===== config.mk =====
export PLATFORM = sky130hd
export DESIGN_NAME = pc_reg_stack
export DESIGN_NICKNAME = d
export VERILOG_FILES = /design/src/rtl/pc_reg_stack.sv
export SDC_FILE = /design/constraint.sdc
export NUM_CORES = 1
export LEC_CHECK = 0
export ABC_AREA = 0
export BUFFER_PORTS_ARGS = -buffer_cell sky130_fd_sc_hd__buf_2
export CELL_PAD_IN_SITES_DETAIL_PLACEMENT = 1
export CELL_PAD_IN_SITES_GLOBAL_PLACEMENT = 1
export CORE_UTILIZATION = 45
export DETAILED_ROUTE_END_ITERATION = 7
export HOLD_SLACK_MARGIN = 0.03
export MAX_ROUTING_LAYER = met4
export PLACE_DENSITY_LB_ADDON = 0.25
export RECOVER_POWER = 25
export SYNTH_ARGS = -nofsm -noshare
export SYNTH_HDL_FRONTEND = slang
export SYNTH_SLANG_ARGS = --single-unit

===== constraint.sdc =====
create_clock -name clk_i -period 3.5 [get_ports clk_i]
set_input_delay 0.7 -clock clk_i [delete_from_list [all_inputs] [get_ports clk_i]]
set_output_delay 0.7 -clock clk_i [all_outputs]
set_load 0.03 [all_outputs]

===== src/rtl/pc_reg_stack.sv =====
// pc_reg_stack: program-counter register with increment, absolute load, relative
// branch and a CALL/RET return-address stack. One op per enabled clock.
// All outputs come from registers.
//
// Ports
//   clk_i        rising-edge clock
//   rst_ni       asynchronous active-low reset
//   en_i         op enable; 0 holds pc, sp, stack and err (clr_err_i still acts)
//   op_i         operation code (HOLD, INC, LOAD, BRANCH, CALL, RET, 2 illegal)
//   l_value_i    absolute target for LOAD and CALL
//   offset_i     two's-complement displacement for BRANCH
//   clr_err_i    synchronous clear of the sticky error flag
//   pc_o         current program counter (instruction-fetch address)
//   sp_o         number of occupied return-stack entries
//   stk_full_o   sp_o == Depth
//   stk_empty_o  sp_o == 0
//   err_o        sticky overflow / underflow / illegal-op flag
module pc_reg_stack #(
   parameter int unsigned Width   = 6,
   parameter int unsigned Step    = 1,
   parameter int unsigned ResetPc = 0,
   parameter int unsigned Depth   = 4
) (
   input  logic                       clk_i,
   input  logic                       rst_ni,
   input  logic                       en_i,
   input  logic [2:0]                 op_i,
   input  logic [Width-1:0]           l_value_i,
   input  logic [Width-1:0]           offset_i,
   input  logic                       clr_err_i,
   output logic [Width-1:0]           pc_o,
   output logic [$clog2(Depth+1)-1:0] sp_o,
   output logic                       stk_full_o,
   output logic                       stk_empty_o,
   output logic                       err_o
);

   localparam int unsigned SpW   = $clog2(Depth + 1);
   localparam int unsigned AddrW = (Depth > 1) ? $clog2(Depth) : 1;

   typedef enum logic [2:0] {
      OpHold   = 3'b000,
      OpInc    = 3'b001,
      OpLoad   = 3'b010,
      OpBranch = 3'b011,
      OpCall   = 3'b100,
      OpRet    = 3'b101
   } op_e;

   logic [Width-1:0] pc_q, pc_d;
   logic [SpW-1:0]   sp_q, sp_d;
   logic             err_q, err_d;
   logic             full, empty;
   logic             push, set_err;
   logic [Width-1:0] pc_next_seq;
   logic [AddrW-1:0] wr_idx, rd_idx;

   // Return-address storage; contents are don't-care after reset, so no reset.
   logic [Width-1:0] stack_q [2**AddrW];

   assign full        = (sp_q == SpW'(Depth));
   assign empty       = (sp_q == '0);
   assign pc_next_seq = pc_q + Width'(Step);
   assign wr_idx      = AddrW'(sp_q);
   assign rd_idx      = AddrW'(sp_q - SpW'(1));

   always_comb begin
      pc_d    = pc_q;
      sp_d    = sp_q;
      push    = 1'b0;
      set_err = 1'b0;
      if (en_i) begin
         case (op_i)
            OpHold:   ;
            OpInc:    pc_d = pc_next_seq;
            OpLoad:   pc_d = l_value_i;
            OpBranch: pc_d = pc_q + offset_i;
            OpCall: begin
               if (full) begin
                  set_err = 1'b1;
               end else begin
                  push = 1'b1;
                  sp_d = sp_q + SpW'(1);
                  pc_d = l_value_i;
               end
            end
            OpRet: begin
               if (empty) begin
                  set_err = 1'b1;
               end else begin
                  sp_d = sp_q - SpW'(1);
                  pc_d = stack_q[rd_idx];
               end
            end
            default:  set_err = 1'b1;
         endcase
      end
      // A new error beats a clear in the same cycle.
      if (set_err) begin
         err_d = 1'b1;
      end else if (clr_err_i) begin
         err_d = 1'b0;
      end else begin
         err_d = err_q;
      end
   end

   always_ff @(posedge clk_i or negedge rst_ni) begin
      if (!rst_ni) begin
         pc_q  <= Width'(ResetPc);
         sp_q  <= '0;
         err_q <= 1'b0;
      end else begin
         pc_q  <= pc_d;
         sp_q  <= sp_d;
         err_q <= err_d;
      end
   end

   always_ff @(posedge clk_i) begin
      if (push) begin
         stack_q[wr_idx] <= pc_next_seq;
      end
   end

   assign pc_o        = pc_q;
   assign sp_o        = sp_q;
   assign stk_full_o  = full;
   assign stk_empty_o = empty;
   assign err_o       = err_q;

endmodule


==> flow_summary_export.csv, run 1 <==
group,metric,value,unit
run_status,outcome,"complete, no violations",
cts,cts-buffers-inserted,5,
sta,worst_hold_slack,0.387,ns
floorplanning,fp.dieW,69.2,um
global_route,grt_use_total,0.222,
synthesis,ys.flop_type,"edfxtp_1",
cts,cts.sinks,34,
floorplanning,boundaryPins,31,
detailed_routing,dr.pass1.iters,4,
floorplanning,start_util,0.466,
floorplanning,dieArea,4790,sq um
global_route,grt_antenna_before_repair,0,
detailed_routing,routed_via_density,5.61,
sta,post-route-period-util,0.687,
final_layout,final_layout_size_suffix_gt1_frac,0.226,
setup_path,worstPathRequired,2.80,ns
synthesis,syn_inst,163,
synthesis,async_reset_ff_frac,0.294,
global_route,grt_start_max_net_pins,19,
synthesis,ys_warn_count,0,
cts,clock_path_buffers,2,
detailed_routing,vias,1385,
sta,drv_slew,0,
floorplanning,rows,24,
cts,cts_tree,"built",
setup_path,crit_arrival,1.70,ns
setup_path,max_stage_delay,0.60,ns
sta,max_freq,416,MHz
detailed_routing,wl_per_cell,18.2,um
final_layout,syn_to_final_growth,10.5,%
setup_path,crit_type,"reg -> out",
placement,dp_hpwl,3460,um
cts,insertion_delay,0.29,ns
pwr,irDropWorstVdd,0.397,mV
synthesis,ys_ff_latch,34,
sta,finalSetupTns,0,ns
synthesis,synth_area,2030,sq um
sta,worstMarginPinSlew,0.607,ns
detailed_routing,drtIter0Drc,81,
final_layout,nets,227,
global_route,grt_pass1_wl,7810,um
cts,htreeDepth,2,
sta,slew_headroom,0.595,
setup_path,path_max_fanout,10,
pwr,leakagePower,0.925,nW
sta,finalHoldViolCount,0,
final_layout,final_cells,247,
synthesis,synth_nets,196,
setup_path,start_kind,"register",
setup_path,startpoint,"sp_o[0]",
flow_run,maxCapViolCount,0,
sta,rsz0062_at_grt,"false",
synthesis,syn-mean-instance-area,12.5,sq um
synthesis,synth-edff-count,24,
global_route,overflow,0,
cts,clkTransAtPathRegs,0.07,ns
pwr,powerDensity,706,nW/um^2
hold_path,hp-class,"in -> async",
setup_path,regToRegStartpoint,"sp_o[0]",
cts,cts_hold_buf,0,
final_layout,insertedDiodeCount,0,
synthesis,synth_cell_types,43,
sta,skew,0.00758,ns
sta,finalSetupViolations,0,
sta,layout_min_cycle_time,2.40,ns
synthesis,synth.yosys.seq_area_share,0.478,
global_route,first_global_vias,1562,
setup_path,cp-end-kind,"primary output",
setup_path,slowest_stage,"dfrtp_1",
detailed_routing,wl,4500,um
cts,cts-root-buf,"clkbuf_8",
placement,port_buffers,30,
floorplanning,dieHeight,69.2,um
placement,dp_cells,239,
detailed_routing,antenna_left,0,
cts,cts_setup_buffers,0,
detailed_routing,drc,0,
setup_path,worstPathCellList,"inv_1 -> ha_1 -> and2_1 -> buf_2",
placement,gp_congestion,0.837,
floorplanning,core_region_area,4350,sq um
cts,cts_resized,0,
[worst paths after layout]
kind	to	slack, ns	depth (start not counted)
max	stk_full_o	1.10	4
max reg2reg	pc_o[5]	1.11	6
min reg2reg	err_o	0.54	2
max in group asynchronous	sp_o[0]	2.71	1
min	pc_o[2]	0.39	1
min in group clk_i	err_o	0.54	2
[cell usage in the layout (no fill, tap or decap), types with 6 or more instances in the layout]
cell	netlist	layout
dfrtp_1	10	10
o21ai_0	6	6
nor2_1	8	8
buf_2	0	29
ha_1	13	13
a21oi_1	8	8
nand2_1	9	9
nand3_1	7	7
edfxtp_1	24	24
inv_1	10	10
[flip-flops by register name, indices dropped and copies added, names as in the netlist]
register	flops
sp_o	3
stack_q	24
err_o	1
pc_o	6
[worst max-delay path, delay by kind of cell, from the launching register on]
kind,cells,cell delay (ns)
DFF,1,0.60
buffers and inverters,2,0.36
adders and majority gates,1,0.29
and+or+nand+nor,1,0.16
[cell usage after synthesis (2+ instances only)]
cell	count	area, sq um
nand3_1	7	35.0
a221o_1	3	30.0
a21oi_1	8	40.0
ha_1	13	163
nor3_1	3	15.0
mux2_2	2	22.5
mux4_1	5	131
edfxtp_1	24	721
and2_1	4	25.0
and3_1	2	12.5
buf_6	3	33.8
nand2_1	9	33.8
nand2b_1	3	18.8
dfrtp_1	10	250
a32oi_1	2	17.5
xor2_1	4	35.0
nand4b_1	2	17.5
a21o_1	2	15.0
clkbuf_8	4	55.1
o21ai_0	6	30.0
nor2_1	8	30.0
nor2b_1	3	18.8
xnor2_1	5	43.8
a211oi_1	3	22.5
inv_1	10	37.5
[power breakdown]
part | internal, mW | switching (mW)
logic | 0.286 | 0.411
clock network | 0.137 | 0.138
registers | 0.525 | 0.0878
[logic make-up after synthesis]
logic type	synth area share
and+or+nand+nor	0.115
AOI/OAI and AO/OA	0.129
DFF	0.478
buffers and inverters	0.0622
adders and majority gates	0.0900
xor gates and xnor gates	0.0388
muxes	0.0869
[metal layers]
| layer | wire, um | track usage |
|---|---|---|
| met2 | 2270 | 0.360 |
| met1 | 2030 | 0.273 |
| met4 | 44 | 0.0794 |
| met3 | 158 | 0.0494 |
| met5 | 0 | - |
[per-stage QoR]
step,area (sq um),util,power [mW],setup WS [ns]
global route,2240,0.516,1.70,0.938
finish,2240,0.516,1.59,1.10
detailed placement,2160,0.497,1.32,1.10
CTS,2250,0.516,1.61,1.06
floorplan,2030,-,1.16,1.30
global placement,2160,0.497,1.28,1.22
[area by class of cell]
| cell class | count | area, sq um |
|---|---|---|
| inverter | 10 | 37.5 |
| clock buffer | 6 | 72.6 |
| timing repair buffer | 31 | 156 |
| clock inverter | 2 | 8.76 |
| fill | 470 | 2110 |
| sequential | 34 | 971 |
| tap | 52 | 65.1 |
| multi-input combinational | 112 | 933 |
Power figures use the tool's default switching activity.
==> run 2, diff against run 1 <==
--- a/config.mk
+++ b/config.mk
@@ -5,11 +5,11 @@
 export SDC_FILE = /design/constraint.sdc
 export NUM_CORES = 1
 export LEC_CHECK = 0
-export ABC_AREA = 0
+export ABC_AREA = 1
 export BUFFER_PORTS_ARGS = -buffer_cell sky130_fd_sc_hd__buf_2
 export CELL_PAD_IN_SITES_DETAIL_PLACEMENT = 1
 export CELL_PAD_IN_SITES_GLOBAL_PLACEMENT = 1
-export CORE_UTILIZATION = 45
+export CORE_UTILIZATION = 43
 export DETAILED_ROUTE_END_ITERATION = 7
 export HOLD_SLACK_MARGIN = 0.03
 export MAX_ROUTING_LAYER = met4
==> constraint.sdc (replaced) <==
create_clock -name clk_i -period 2.35 [get_ports clk_i]
set_input_delay 0.47 -clock clk_i [delete_from_list [all_inputs] [get_ports clk_i]]
set_output_delay 0.47 -clock clk_i [all_outputs]
set_load 0.03 [all_outputs]
==> flow_summary_export.csv, run 2 <==
group,metric,value,unit
run_status,outcome,"complete, no violations",
sta,worst_hold_slack,0.187,ns
final_layout,regMostFlops,"stack_q",
global_route,grt_use_total,0.240,
sta,drv_slew,0,
global_route,grt_start_max_net_pins,16,
setup_path,r2r-end,"pc_o[1]",
setup_path,path_max_fanout,5,
detailed_routing,routed_via_density,5.18,
cts,htreeDepth,2,
sta,finalSetupTns,0,ns
setup_path,worstPathCellList,"inv_1 -> ha_1 -> nand2_1 -> inv_1 -> buf_2",
synthesis,synth.most_common_cell,"nand2_1",
sta,worstMarginPinSlew,0.683,ns
cts,cts-buffers-inserted,5,
placement,dp_hpwl,3840,um
cts,cts_hold_buf,0,
synthesis,synth_nets,273,
hold_path,hp-class,"in -> async",
floorplanning,dieHeight,71.5,um
synthesis,ys_warn_count,0,
synthesis,synth.largest_area_cell,"edfxtp_1",
cts,insertion_delay,0.29,ns
floorplanning,start_util,0.462,
sta,skew,0.00671,ns
setup_path,max_stage_delay,0.43,ns
floorplanning,rows,24,
detailed_routing,vias,1724,
setup_path,cpLargestDelayFamily,"flip-flops",
sta,finalHoldViolCount,0,
setup_path,ff2ff_path_depth,8,
floorplanning,fp.dieW,71.5,um
setup_path,r2r_slack,0.53,ns
synthesis,synth_top_cells_by_count,"nand2_1 (67), edfxtp_1 (24), nor2_1 (23)",
setup_path,crit_top_cell,"inv_1",
flow_run,maxCapViolCount,0,
floorplanning,core_region_area,4500,sq um
cts,cts_setup_buffers,0,
global_route,grt_antenna_before_repair,0,
setup_path,cp.depth,5,
setup_path,start_kind,"register",
setup_path,slowest_stage,"dfrtp_1",
detailed_routing,antenna_left,0,
detailed_routing,dr.pass1.iters,4,
synthesis,synth_area,2080,sq um
cts,clkTransAtPathRegs,0.07,ns
synthesis,synth_cell_types,31,
floorplanning,boundaryPins,31,
pwr,powerDensity,1120,nW/um^2
sta,post-route-period-util,0.812,
synthesis,synth-edff-count,24,
synthesis,ys_ff_latch,34,
setup_path,cp-end-kind,"primary output",
final_layout,insertedDiodeCount,0,
detailed_routing,drtIter0Drc,69,
synthesis,ys.flop_type,"edfxtp_1",
cts,cts.sinks,34,
detailed_routing,drc,0,
sta,rsz0062_at_grt,"false",
sta,layout_min_cycle_time,1.91,ns
final_layout,largest_reg_flops,24,
cts,cts_tree,"built",
global_route,first_global_vias,1787,
sta,finalSetupViolations,0,
placement,gp_congestion,0.779,
final_layout,layout_common_cells,"nand2_1 (67), buf_2 (28), edfxtp_1 (24)",
global_route,overflow,0,
synthesis,ys_top_cells_by_area,"edfxtp_1 (35%), nand2_1 (12%), dfrtp_1 (12%), ha_1 (7.8%), nor2_1 (4.2%)",
synthesis,yosysTopAreaCellShare,0.347,
synthesis,syn_inst,240,
detailed_routing,wl_per_cell,15.4,um
synthesis,syn-mean-instance-area,8.66,sq um
final_layout,final_layout_size_suffix_gt1_frac,0.228,
sta,max_freq,524,MHz
setup_path,crit_arrival,1.44,ns
synthesis,async_reset_ff_frac,0.294,
sta,slew_headroom,0.545,
detailed_routing,wl,5130,um
cts,cts_resized,0,
final_layout,syn_to_final_growth,16.9,%
placement,port_buffers,30,
setup_path,path_buf_inv,3,
cts,clock_path_buffers,2,
global_route,grt_pass1_wl,8940,um
final_layout,final_common_cell,"nand2_1",
setup_path,worstPathRequired,1.88,ns
cts,cts-root-buf,"clkbuf_8",
setup_path,crit_type,"reg -> out",
synthesis,synth.yosys.seq_area_share,0.467,
final_layout,nets,313,
final_layout,num-fill-cells,565,
setup_path,regToRegStartpoint,"pc_o[0]",
pwr,irDropWorstVdd,0.440,mV
pwr,leakagePower,1.17,nW
floorplanning,dieArea,5120,sq um
## run 2: worst reg2reg max path: stages (launching register included)
cell and delay (ns):
dfrtp_1 0.47, ha_1 0.22, inv_1 0.06, fa_1 0.47
o21ai_0 0.08, a21oi_1 0.19, nand2_1 0.10, nand2_1 0.08
nand2_1 0.05
## run 2: worst max-delay path by stage
| stage | end | slack [ns] | startpoint |
|---|---|---|---|
| 2_1_floorplan | stack_q[1][0] | 0.30 | sp_o[0] |
| 3_3_place_gp | pc_o[4] | 0.54 | offset_i[0] |
| 3_5_place_dp | pc_o[3] | 0.50 | op_i[2] |
| 4_1_cts | stk_full_o | 0.42 | sp_o[1] |
| 5_1_grt | pc_o[0] | 0.25 | sp_o[1] |
| 6_report | stk_full_o | 0.44 | sp_o[1] |
## run 2: report_power, final
group / leakage [nW] / total [mW] / internal (mW) / switching, mW
registers: 0.342 / 0.892 / 0.786 / 0.106
clock network: 0.0579 / 0.530 / 0.312 / 0.218
logic: 0.767 / 1.29 / 0.434 / 0.861
total: 1.17 / 2.72 / 1.53 / 1.19
## run 2: logic make-up (layout without fill, tap and decap cells)
logic type	Yosys count	count (layout)	share of synthesized area
AOI/OAI and AO/OA	25	25	0.0674
xor gates and xnor gates	9	9	0.0415
adders and majority gates	14	14	0.0878
buffers and inverters	32	73	0.0620
DFF	34	34	0.467
and+or+nand+nor	126	126	0.274
## run 2: routing by layer
metal,wire length [um],track usage
met2,2490,0.383
met4,80,0.0610
met3,176,0.0492
met1,2380,0.315
met5,0,-
## run 2: area by class of cell
class / count / area (sq um) / share of cell area
Clock buffer: 5 / 68.8 / 0.0283
Clock inverter: 3 / 40.0 / 0.0165
Inverter: 29 / 114 / 0.0468
Multi-Input combinational cell: 174 / 980 / 0.403
Sequential cell: 34 / 971 / 0.399
Tap cell: 52 / 65.1 / 0.0268
Timing Repair Buffer: 36 / 193 / 0.0793
## run 2: through the flow
step | cells | util | power (mW) | area, sq um | setup WS, ns
after global placement | 325 | 0.516 | 2.15 | 2320 | 0.538
final | 333 | 0.540 | 2.72 | 2430 | 0.441
after detailed placement | 325 | 0.516 | 2.20 | 2320 | 0.499
after CTS | 333 | 0.540 | 2.74 | 2430 | 0.424
after floorplan | 240 | - | 1.83 | 2080 | 0.297
after global routing | 333 | 0.540 | 2.94 | 2430 | 0.250
